**src/rtl/serial_addsub_pkg.sv**
```systemverilog
// Shared types for the digit-serial adder/subtractor.
package serial_addsub_pkg;

  typedef enum logic [1:0] {
    IDLE = 2'd0,
    RUN  = 2'd1,
    DONE = 2'd2
  } state_t;

endpackage

```
**src/rtl/serial_addsub_digit_adder.sv**
```systemverilog
// Combinational DIGIT-bit ripple-carry slice built from 1-bit full-adder cells.
module digit_adder #(
  parameter int unsigned DIGIT = 1
) (
  input  logic [DIGIT-1:0] a,
  input  logic [DIGIT-1:0] b,
  input  logic             ci,
  output logic [DIGIT-1:0] s,
  output logic             co,
  output logic             c_msb
);

  logic [DIGIT:0] w_c;

  assign w_c[0] = ci;

  for (genvar i = 0; i < DIGIT; i++) begin : g_fa
    assign s[i]     = a[i] ^ b[i] ^ w_c[i];
    assign w_c[i+1] = (a[i] & b[i]) | (w_c[i] & (a[i] ^ b[i]));
  end

  assign co    = w_c[DIGIT];
  // Carry into the top bit of the slice; only meaningful for the last digit.
  assign c_msb = w_c[DIGIT-1];

endmodule

```
**src/rtl/serial_addsub.sv**
```systemverilog
// Digit-serial adder/subtractor: one DIGIT-bit slice reused over WIDTH/DIGIT cycles,
// with valid/ready handshakes and a single operation in flight.
module serial_addsub
  import serial_addsub_pkg::*;
#(
  parameter int unsigned WIDTH = 8,
  parameter int unsigned DIGIT = 1
) (
  input  logic             clk,
  input  logic             reset,
  input  logic             in_valid,
  output logic             in_ready,
  input  logic [WIDTH-1:0] a,
  input  logic [WIDTH-1:0] b,
  input  logic             cin,
  input  logic             sub,
  output logic             out_valid,
  input  logic             out_ready,
  output logic [WIDTH-1:0] sum,
  output logic             cout,
  output logic             ovf
);

  localparam int unsigned STEPS = WIDTH / DIGIT;
  localparam int unsigned CNT_W = $clog2(STEPS + 1);

  if (WIDTH < 2) begin : g_bad_width
    $error("serial_addsub: WIDTH must be >= 2");
  end
  if ((WIDTH % DIGIT) != 0) begin : g_bad_digit
    $error("serial_addsub: WIDTH must be a multiple of DIGIT");
  end

  state_t             r_state;
  logic [WIDTH-1:0]   r_a;
  logic [WIDTH-1:0]   r_b;
  logic [WIDTH-1:0]   r_res;
  logic               r_carry;
  logic [CNT_W-1:0]   r_cnt;
  logic               r_cout;
  logic               r_ovf;
  logic               r_out_valid;

  logic [DIGIT-1:0]       w_s;
  logic                   w_co;
  logic                   w_c_msb;
  logic [WIDTH+DIGIT-1:0] w_res_cat;
  logic [WIDTH-1:0]       w_res_shift;

  digit_adder #(
    .DIGIT(DIGIT)
  ) u_digit_adder (
    .a    (r_a[DIGIT-1:0]),
    .b    (r_b[DIGIT-1:0]),
    .ci   (r_carry),
    .s    (w_s),
    .co   (w_co),
    .c_msb(w_c_msb)
  );

  // New digit enters at the MSB end; also covers DIGIT == WIDTH without an empty slice.
  assign w_res_cat   = {w_s, r_res};
  assign w_res_shift = w_res_cat[WIDTH+DIGIT-1:DIGIT];

  always_ff @(posedge clk) begin
    if (reset) begin
      r_state     <= IDLE;
      r_a         <= '0;
      r_b         <= '0;
      r_res       <= '0;
      r_carry     <= 1'b0;
      r_cnt       <= '0;
      r_cout      <= 1'b0;
      r_ovf       <= 1'b0;
      r_out_valid <= 1'b0;
    end else begin
      case (r_state)
        IDLE: begin
          if (in_valid) begin
            r_a     <= a;
            r_b     <= b ^ {WIDTH{sub}};
            r_carry <= sub ? 1'b1 : cin;
            r_cnt   <= CNT_W'(STEPS - 1);
            r_state <= RUN;
          end
        end
        RUN: begin
          r_a     <= r_a >> DIGIT;
          r_b     <= r_b >> DIGIT;
          r_res   <= w_res_shift;
          r_carry <= w_co;
          if (r_cnt == '0) begin
            r_cout      <= w_co;
            r_ovf       <= w_c_msb ^ w_co;
            r_out_valid <= 1'b1;
            r_state     <= DONE;
          end else begin
            r_cnt <= r_cnt - CNT_W'(1);
          end
        end
        DONE: begin
          if (out_ready) begin
            r_out_valid <= 1'b0;
            r_state     <= IDLE;
          end
        end
        default: r_state <= IDLE;
      endcase
    end
  end

  assign in_ready  = (r_state == IDLE);
  assign out_valid = r_out_valid;
  assign sum       = r_res;
  assign cout      = r_cout;
  assign ovf       = r_ovf;

endmodule
```
**config.mk**
```make
export PLATFORM = sky130hd
export DESIGN_NAME = serial_addsub
export DESIGN_NICKNAME = d
export VERILOG_FILES = /design/src/rtl/serial_addsub_pkg.sv /design/src/rtl/serial_addsub_digit_adder.sv /design/src/rtl/serial_addsub.sv
export SDC_FILE = /design/constraint.sdc
export NUM_CORES = 1
export LEC_CHECK = 0
export BUFFER_PORTS_ARGS = -buffer_cell sky130_fd_sc_hd__clkbuf_2
export CAP_MARGIN = 40
export CORE_MARGIN = 1
export CORE_UTILIZATION = 50
export DETAILED_ROUTE_END_ITERATION = 8
export HOLD_SLACK_MARGIN = 0.15
export PLACE_DENSITY = 0.83
export SKIP_CTS_REPAIR_TIMING = 1
export SLEW_MARGIN = 20
export SYNTH_ARGS = -nofsm -noshare
export SYNTH_HDL_FRONTEND = slang
export SYNTH_SLANG_ARGS = --single-unit
```
**constraint.sdc**
```tcl
create_clock -name clk -period 2.06 [get_ports clk]
set_input_delay 0.103 -clock clk [delete_from_list [all_inputs] [get_ports clk]]
set_output_delay 0.103 -clock clk [all_outputs]
set_load 0.02 [all_outputs]
```
# Word-level counts from Yosys, hierarchy flattened
# Cells that the tools add are included.
[classes]
n_addsub = 1
n_eq_ne = 6
n_mux = 17
n_bitwise = 7
n_reduce_logical = 9
[op_table]
columns = ["operator", "count"]
rows = [
  ["$pmux 8 s2", 2],
  ["$mux 8", 2],
  ["$reduce_and 3->1", 3],
  ["$mux 4", 2],
  ["$ne 2x2->1 const B", 4],
  ["$pmux 4 s2", 1],
  ["$xor 8x8->8", 1],
  ["$mux 2", 3],
  ["$pmux 2 s3", 1],
  ["$logic_not 4->1", 1],
  ["$mux 1", 4],
  ["$pmux 1 s2", 2],
  ["$reduce_and 2->1", 2],
  ["$reduce_bool 2->1", 2],
  ["$sub 4x1->4 const B", 1],
  ["$xor 1x1->1", 3],
  ["$and 1x1->1", 2],
  ["$eq 2x1->1 const B", 1],
  ["$eq 2x2->1 const B", 1],
  ["$logic_not 2->1", 1],
  ["$or 1x1->1", 1],
]
[totals]
register_bits = 34
input_bits = 22
output_inout_bits = 12
wordCells = 49

# Depth between registers and ports, before layout
# Gate-level depths: netlist of run 1.
[logic_depth]
ltp_word = 4
ltp_mapped = 5
depth_no_buf = 5

# Hierarchy
# Synthesis of run 1 repeated with hierarchy kept, for this count alone.
[unflattened]
cells_unflattened = 185
area_unflattened_um2 = 1580.3
[modules_own_cells]
columns = ["module", "instances", "cells_per_inst", "area_each_um2", "seq_area_each_um2"]
rows = [
  ["serial_addsub", 1, 183, 1552.7, 680.7],
  ["digit_adder", 1, 2, 27.5, 0.0],
]

# Worst setup path after synthesis of run 1
# Ideal clock, no wire load.
[synth_timing]
path_kind = "reg-to-reg"
start = "reg r_cnt[0]"
end = "reg r_cnt[2]"
setup_time_ps = 131
t_arrival_ps = 1149
required_time_ps = 1929
setup_slack_ps = 781
stages_incl_launch_ff = 6
path_buffers = 0
synth_period_minus_slack_ps = 1279
path_cell_list = "dfxtp_1 > inv_1 > ha_1 > or3b_1 > a31oi_1 > a311oi_1"
[synth_via]
elab_chain_cells = 3
elab_cells_between_ends = 6
cone_classes = "add/sub: 1; eq/ne: 1; mux: 2; reduce/logical: 2"
[synth_rtl]
columns = ["item", "line_no", "text"]
rows = [
  ["start, declared", "serial_addsub.sv:39", "logic [CNT_W-1:0] r_cnt;"],
  ["start signal, assigned", "serial_addsub.sv:83", "r_cnt <= CNT_W'(STEPS - 1);"],
  ["start signal, assigned", "serial_addsub.sv:98", "r_cnt <= r_cnt - CNT_W'(1);"],
  ["$sub 4x1->4 or $logic_not 4->1 (tied branches)", "serial_addsub.sv:98, serial_addsub.sv:92", ""],
  ["$mux 4 or $ne 2x2->1 (tied branches)", "n/a", ""],
  ["$pmux 4 s2 or $reduce_and 3->1 (tied branches)", "n/a", ""],
]
# Parallel ways exist; a longest one is shown, timed or not. The select of a mux whose other input is x is not followed.
# A chain may end at the register's enable or synchronous reset.

# Worst setup path in the final report of run 1
[layout_timing]
start = "reg r_state[0]"
end = "reg r_ovf (netlist: ovf)"
[layout_via]
elab_chain_cells = 2
[layout_rtl]
columns = ["item", "line_no", "text"]
rows = [
  ["start, declared", "serial_addsub.sv:34", "state_t r_state;"],
  ["start signal, assigned", "serial_addsub.sv:67", "r_state <= IDLE;"],
  ["start signal, assigned", "serial_addsub.sv:84", "r_state <= RUN;"],
  ["start signal, assigned", "serial_addsub.sv:96", "r_state <= DONE;"],
  ["$eq 2x1->1", "serial_addsub.sv:77", "case (r_state)"],
  ["$reduce_and 2->1 (no source line)", "n/a", ""],
  ["end signal, assigned", "serial_addsub.sv:94", "r_ovf <= w_c_msb ^ w_co;"],
  ["end, declared", "serial_addsub.sv:41", "logic r_ovf;"],
]
# No other way between the ends.

==> impl_metrics.json, run 1 <==
{
  "grt_pass1_wl_mm": 5.27,
  "tns_ps": 0,
  "async_reset_ff_frac": 0,
  "yosysWarnings": 0,
  "powerDensity_nw_per_um2": 844,
  "hp-class": "input pin to register",
  "cp.arrival_ps": 1900,
  "wl_per_cell_um": 12.3,
  "grtUsageTotal": 0.206,
  "critPathMaxStageDelay_ps": 720,
  "portBuffers": 33,
  "clock_latency_ps": 340,
  "root_buffer": "clkbuf_4",
  "p_seq_frac": 0.492,
  "setup_ws_ps": 420,
  "path_clk_slew_ps": 120,
  "p_switching_uw": 469,
  "cts_sinks": 34,
  "core_area_um2": 3050,
  "dpl-instance-area_um2": 1760,
  "synth_area_um2": 1620,
  "critical_path_class": "register to register",
  "area_growth_pct": 16.0,
  "drv_cap": 0,
  "max_freq_ghz": 0.610,
  "dp_slack_ps": 473,
  "ys.flop_type": "dfxtp_1",
  "diodes": 0,
  "synth_area_leader_cell": "dfxtp_1",
  "seq_area_frac_synth": 0.420,
  "die-height_um": 58.9,
  "synth.area.top_cells": "dfxtp_1 (42%), nand2_1 (4.4%), xor2_1 (4.3%)",
  "via_per_inst": 5.38,
  "drtPass1Iterations": 4,
  "globalplace.congestion": 0.775,
  "netlist.area_leader.share": 0.420,
  "syn_inst": 178,
  "synth_nets": 202,
  "worstPathRequired_ps": 2320,
  "setup_viol_count_final": 0,
  "ant_nets": 0,
  "tightestPinTransition_ps": 598,
  "synth_edf_count": 0,
  "synth_area_per_cell_um2": 9.10,
  "via_count": 1376,
  "drive_gt1_frac": 0.250,
  "routed_wl_mm": 3.15,
  "dieArea_um2": 3470,
  "endpoint_kind": "register",
  "final.setup_skew_ps": 18.3,
  "leakagePower_nw": 0.756,
  "finalInstanceArea_um2": 1880,
  "status": "completed",
  "antenna_found_initial": 0,
  "rsz0062_at_grt": "false",
  "grt_pass1_vias": 1257,
  "p_int_mw": 1.12,
  "tritoncts": "done",
  "startpoint_type": "register",
  "hold_violations": 0,
  "final_nets": 235,
  "finalCriticalPeriod_ps": 1640,
  "swShare": 0.296,
  "cp_cell_sequence": "and2b_1 -> a21oi_1 -> a311oi_1",
  "cp_top_family": "flip-flops",
  "grt_max_degree": 26,
  "critical_path_buf_inv_count": 0,
  "relSlewSlack": 0.601,
  "cts_inserted_buffers": 5,
  "die-width_um": 58.9,
  "cp_max_fo": 18,
  "power_frac_clock": 0.302,
  "cp_slowest_cell": "dfxtp_1",
  "drv_slew": 0,
  "drc": 0,
  "peakVddDrop_uv": 372,
  "drtIter0Drc": 83,
  "synth-seq-cells": 34,
  "start_util": 0.530,
  "ios": 34,
  "yosysUniqueCellTypes": 42,
  "period_share": 0.796,
  "place_hpwl_mm": 2.21,
  "htree_levels": 2,
  "clock_path_buffers": 2,
  "p_comb_frac": 0.205,
  "rows": 20,
  "grt-ovfl-total": 0
}
-- cells in the final DEF (no fill, tap or decap), drive strengths merged --
cell         count
a22oi            9
o21bai           1
or3b             1
buf              2
xor2             8
a211oi           9
nand4bb          1
nor2b            1
or3              1
a31oi            1
nand2b           1
inv              5
mux2             1
clkbuf          38
a311oi           2
nand2           19
nor3b            3
bufinv           1
nand3            2
a21oi           13
o21ba            1
dlygate4sd3      4
or4b             1
or2              1
fa               1
ha               1
xnor2            1
nand3b           8
a221oi           1
a21bo            1
dfxtp           34
nor2            19
nor3             2
o2bb2ai          7
o21ai            8
and2b            1
clkinv           2
-- logic make-up (layout without fill, tap and decap cells) --
family                   after synthesis  count (layout)  synth area share
AO/OA/AOI/OAI                         53              53             0.236
XOR/XNOR                               9               9            0.0487
adder cells (fa/ha/maj)                2               2            0.0201
buffers and inverters                 18              52            0.0695
flip-flops                            34              34             0.420
multiplexers                           1               1           0.00695
AND/OR/NAND/NOR                       61              61             0.198
-- cell usage after synthesis, types with 2 or more instances --
cell / count
o21ai_0: 8
nand3_1: 2
a22oi_1: 9
inv_1: 4
a311oi_1: 2
clkbuf_1: 4
buf_6: 3
nand2_1: 19
a21oi_1: 13
nand3b_1: 8
buf_4: 2
dfxtp_1: 34
nor3_1: 2
o2bb2ai_1: 6
xor2_1: 8
nor2_1: 18
a211oi_1: 8
nor3b_2: 2
buf_2: 3
-- metrics by stage --
| stage | instances | utilization | hold WS, ps | total power [mW] |
|---|---|---|---|---|
| finish | 256 | 0.615 | 146 | 1.59 |
| global route | 256 | 0.615 | 162 | 1.68 |
| CTS | 252 | 0.602 | 8.57 | 1.59 |
| detailed placement | 244 | 0.577 | 365 | 1.12 |
| global placement | 244 | 0.577 | 379 | 1.10 |
| floorplan | 178 | - | 251 | 1.05 |
-- flip-flops by register name (all words and copies together), names as in the netlist --
register	cells
cout	1
r_cnt	4
r_a	8
sum	8
ovf	1
r_state	2
r_carry	1
out_valid	1
r_b	8
-- metal layers --
metal / vias up / share of wire / track usage
met5: - / 0 / 0
met4: 0 / 0.0051 / 0.0952
met3: 2 / 0.040 / 0.0703
met2: 36 / 0.47 / 0.328
met1: 646 / 0.49 / 0.250
li1: 692 / - / -
-- tightest hold or removal path, stage by stage --
cell       delay [ps]
clkbuf_2           80
nor2_1             80
o2bb2ai_1         110
a211oi_1           60
-- worst paths after layout --
path,start,slack (ps),cells past startpoint,to
worst max-delay path,r_state[0],420,3,ovf
worst min-delay path,a[2],150,4,r_a[2]
worst max register to register,r_state[0],420,3,ovf
worst min register to register,out_valid,460,2,out_valid
-- power by group through the flow --
stage	sequential, mW	clock (mW)	combinational [mW]
detailed placement	0.795	0	0.320
global route	0.790	0.531	0.364
finish	0.781	0.479	0.326
global placement	0.793	0	0.312
CTS	0.780	0.494	0.321
floorplan	0.784	0	0.266
-- area by class of cell --
| class | instances | area (um^2) |
|---|---|---|
| Fill cell | 277 | 1170 |
| Multi-Input combinational cell | 126 | 826 |
| Sequential cell | 34 | 681 |
| Timing Repair Buffer | 39 | 220 |
| Tap cell | 44 | 55.1 |
| Clock inverter | 3 | 40.0 |
| Clock buffer | 5 | 37.5 |
| Inverter | 5 | 18.8 |
No activity file was read; power rests on OpenSTA's default activity.
==> inputs of run 2 (changes only) <==
- ABC_AREA: unset -> 1
- clock period: 2.06 -> 1.7 ns (I/O delays scaled with it)
==> impl_metrics.json, run 2 <==
{
  "yosysUniqueCellTypes": 26,
  "hold_violations": 0,
  "grt_pass1_wl_mm": 5.31,
  "cp_top_family": "adder cells",
  "period_share": 0.852,
  "finalCriticalPeriod_ps": 1450,
  "area_growth_pct": 25.4,
  "rr_endpoint": "cout",
  "final.setup_skew_ps": 6.05,
  "synth.area.top_cells": "dfxtp_1 (43%), nand2_1 (14%), nor2_1 (9.7%)",
  "synthTopCellsByCount": "nand2_1 (59), nor2_1 (41), dfxtp_1 (34)",
  "hp-class": "input pin to register",
  "worstPathRequired_ps": 1940,
  "path_clk_slew_ps": 110,
  "peakVddDrop_uv": 573,
  "startpoint_type": "register",
  "globalplace.congestion": 0.741,
  "cp_cell_sequence": "fa_1 -> or2_2 -> o21ai_0 -> nor2_1",
  "cp.arrival_ps": 1690,
  "async_reset_ff_frac": 0,
  "via_count": 1503,
  "max_freq_ghz": 0.690,
  "setup_viol_count_final": 0,
  "place_hpwl_mm": 2.06,
  "final_nets": 296,
  "wl_per_cell_um": 10.4,
  "seq_area_frac_synth": 0.428,
  "drive_gt1_frac": 0.201,
  "drv_slew": 0,
  "dieArea_um2": 3410,
  "critical_path_class": "register to register",
  "cp_max_fo": 3,
  "drtPass1Iterations": 4,
  "netlist.area_leader.share": 0.428,
  "rows": 20,
  "r2r_cells": 4,
  "drv_cap": 0,
  "ys.flop_type": "dfxtp_1",
  "synth_area_per_cell_um2": 7.13,
  "relSlewSlack": 0.593,
  "htree_levels": 2,
  "portBuffers": 33,
  "status": "completed",
  "power.total_mw": 2.03,
  "cp_slowest_cell": "fa_1",
  "leakagePower_nw": 0.979,
  "antenna_found_initial": 0,
  "endpoint_kind": "register",
  "cts_sinks": 34,
  "synth_area_leader_cell": "dfxtp_1",
  "synth-seq-cells": 34,
  "synth_adder_area_share": 0.0205,
  "clock_path_buffers": 2,
  "final_cell_mix": "nand2_1 (59), nor2_1 (41), dfxtp_1 (34)",
  "grt_max_degree": 22,
  "diodes": 0,
  "whs_endpoint": "r_b[0]",
  "ff2ff_setup_slack_ps": 250,
  "synth_top_family_by_area": "simple AND/OR/NAND/NOR gates",
  "yosysWarnings": 0,
  "final_common_cell": "nand2_1",
  "min_from": "b[0]",
  "grtUsageTotal": 0.210,
  "ant_nets": 0,
  "synth_area_um2": 1590,
  "grt_pass1_vias": 1281,
  "tightestPinTransition_ps": 610,
  "synth_edf_count": 0,
  "ios": 34,
  "root_buffer": "clkbuf_4",
  "drtIter0Drc": 29,
  "synth-simple-area-share": 0.323,
  "tns_ps": 0,
  "syn_inst": 223,
  "powerDensity_nw_per_um2": 1020,
  "clock_latency_ps": 340,
  "critical_path_buf_inv_count": 0,
  "routed_wl_mm": 3.30,
  "die-width_um": 58.4,
  "synth_xor_area_frac": 0.0496,
  "grt-ovfl-total": 0,
  "core_area_um2": 3030,
  "muxShareOfSynthArea": 0,
  "tritoncts": "done",
  "start_util": 0.525,
  "rsz0062_at_grt": "false",
  "critPathMaxStageDelay_ps": 460,
  "synth_most_common_cell": "nand2_1",
  "drc": 0,
  "via_per_inst": 4.74,
  "hold_path_depth": 6,
  "r2r_start": "r_carry",
  "cts_inserted_buffers": 5,
  "synth-compound-area-share": 0.0810,
  "synth_nets": 247,
  "final_util": 0.659,
  "die-height_um": 58.4
}
## run 2: tightest hold or removal path: cells and delay by family
| kind | cells | cell delay, ps |
|---|---|---|
| and+or+nand+nor | 3 | 170 |
| buffers and inverters | 2 | 120 |
| xor gates and xnor gates | 1 | 50 |
## run 2: worst max-delay path by stage
stage / startpoint / end / slack, ps / cells after the start
CTS: r_carry / cout / 250 / 4
floorplan: r_carry / cout / 340 / 4
detailed placement: r_carry / cout / 270 / 4
global route: r_carry / cout / 150 / 4
finish: r_carry / cout / 250 / 4
global placement: r_carry / cout / 310 / 4
## run 2: power by group
group	internal (mW)	leakage, nW	total, mW	switching [mW]
Clock	0.305	0.0450	0.581	0.277
Combinational	0.193	0.655	0.501	0.308
Sequential	0.887	0.280	0.947	0.0595
## run 2: kinds of logic (layout without fill, tap and decap cells)
family                   after synthesis  after routing
AND/OR/NAND/NOR                      123            123
adder cells (fa/ha/maj)                2              2
XOR/XNOR                               9              9
buffers and inverters                 31             81
flip-flops                            34             34
AO/OA/AOI/OAI                         24             24
## run 2: layout make-up
cell class	count	area [um^2]
timing repair buffer	51	340
sequential	34	681
clock inverter	3	40.0
tap	44	55.1
clock buffer	5	37.5
fill	286	1030
multi-input combinational	158	753
inverter	22	87.6
## run 2: metal layers
layer  track usage  wire length (um)  up-vias
met1         0.238              1430      680
met5             0                 0        -
met4        0.0918                58        0
li1              -                 -      784
met2         0.355              1670       32
met3        0.0769               145        7
## run 2: per-stage QoR
step / setup slack [ps] / cell area [um^2] / hold slack [ps] / cells
floorplan: 339 / 1590 / 154 / 223
global placement: 312 / 1760 / 332 / 293
detailed placement: 269 / 1760 / 355 / 293
CTS: 251 / 1830 / -7.94 / 301
global route: 155 / 1990 / 163 / 317
finish: 252 / 1990 / 120 / 317
==> inputs of run 3 (changes only) <==
- RECOVER_POWER: unset -> 100
==> impl_metrics.json, run 3 (synthesis results as in run 2) <==
{
  "cp_max_fo": 3,
  "ant_nets": 0,
  "critPathMaxStageDelay_ps": 460,
  "place_hpwl_mm": 2.06,
  "root_buffer": "clkbuf_4",
  "final_common_cell": "nand2_1",
  "path_clk_slew_ps": 110,
  "final_cell_mix": "nand2_1 (60), nor2_1 (41), dfxtp_1 (34)",
  "leakagePower_nw": 0.937,
  "finalInstanceArea_um2": 1970,
  "critical_path_buf_inv_count": 0,
  "routed_wl_mm": 3.35,
  "r2r_start": "r_carry",
  "finalCriticalPeriod_ps": 1450,
  "cts_sinks": 34,
  "final_nets": 296,
  "drv_cap": 0,
  "tightestPinTransition_ps": 600,
  "setup_viol_count_final": 0,
  "ff2ff_setup_slack_ps": 250,
  "drc": 0,
  "rr_endpoint": "cout",
  "powerDensity_nw_per_um2": 1020,
  "portBuffers": 33,
  "globalplace.congestion": 0.741,
  "drtIter0Drc": 28,
  "drive_gt1_frac": 0.143,
  "die-width_um": 58.4,
  "max_freq_ghz": 0.691,
  "grtUsageTotal": 0.210,
  "start_util": 0.525,
  "cp_cell_sequence": "fa_1 -> or2_2 -> o21ai_0 -> nor2_1",
  "tns_ps": 0,
  "diodes": 0,
  "min_from": "b[0]",
  "period_share": 0.852,
  "ios": 34,
  "setup_ws_ps": 252,
  "endpoint_kind": "register",
  "worstSetupEndpoint": "cout",
  "final.setup_skew_ps": 7.47,
  "cp_slowest_cell": "fa_1",
  "grt_max_degree": 22,
  "rows": 20,
  "relSlewSlack": 0.599,
  "hp-class": "input pin to register",
  "multi_input_area_um2": 751,
  "cp_num_cells": 4,
  "fill_cells": 287,
  "cp.arrival_ps": 1690,
  "clock_latency_ps": 340,
  "grt-ovfl-total": 0,
  "grt_pass1_wl_mm": 5.31,
  "hold_violations": 0,
  "peakVddDrop_uv": 575,
  "critical_path_class": "register to register",
  "dp_slack_ps": 269,
  "via_count": 1511,
  "core_area_um2": 3030,
  "cp_top_family": "adder cells",
  "antenna_found_initial": 0,
  "grt_pass1_vias": 1281,
  "status": "completed",
  "htree_levels": 2,
  "area_growth_pct": 24.1,
  "cts_inserted_buffers": 5,
  "dieArea_um2": 3410,
  "seq_area_um2": 681,
  "cp-startpoint": "r_carry",
  "drtPass1Iterations": 4,
  "clock_path_buffers": 2,
  "startpoint_type": "register",
  "via_per_inst": 4.77,
  "drv_slew": 0,
  "dpl-instance-area_um2": 1760,
  "wl_per_cell_um": 10.6,
  "r2r_cells": 4,
  "worstPathRequired_ps": 1950,
  "tritoncts": "done",
  "rsz0062_at_grt": "false",
  "die-height_um": 58.4
}
[run 3: worst min path at each step]
stage / to / cells past startpoint
after detailed placement: r_a[7] / 3
after floorplan: out_valid / 1
after global routing: r_b[0] / 6
after CTS: r_a[7] / 3
after global placement: r_a[7] / 3
final: r_b[0] / 6
[run 3: where the power goes]
part | leakage (nW) | switching (mW) | internal [mW]
Sequential | 0.280 | 0.0593 | 0.887
Clock | 0.0450 | 0.279 | 0.305
Combinational | 0.612 | 0.308 | 0.181
[run 3: final cells by class]
type,instances,area share
clock buffers,5,0.0190
clock inverters,3,0.0203
inverters,22,0.0444
multi-input cells,158,0.380
flip-flops and latches,34,0.345
well taps,44,0.0279
repair buffers,51,0.163
[run 3: per-stage QoR]
step	power, mW	utilization	hold slack, ps	std cells
2_1_floorplan	1.32	-	154	223
3_3_place_gp	1.42	0.580	332	293
3_5_place_dp	1.43	0.580	355	293
4_1_cts	2.01	0.606	-7.94	301
5_1_grt	2.15	0.652	163	317
6_report	2.02	0.652	118	317
[run 3: metal layers]
layer	vias to the layer above	wire length (um)	global-route usage
met4	0	51	0.0918
met1	686	1490	0.238
li1	785	-	-
met5	-	0	0
met3	7	158	0.0769
met2	33	1650	0.355
[run 3: worst min-delay path: cells and delay by family]
family,cells,cell delay (ps)
buffers and inverters,2,120
AND/OR/NAND/NOR,3,170
XOR/XNOR,1,50
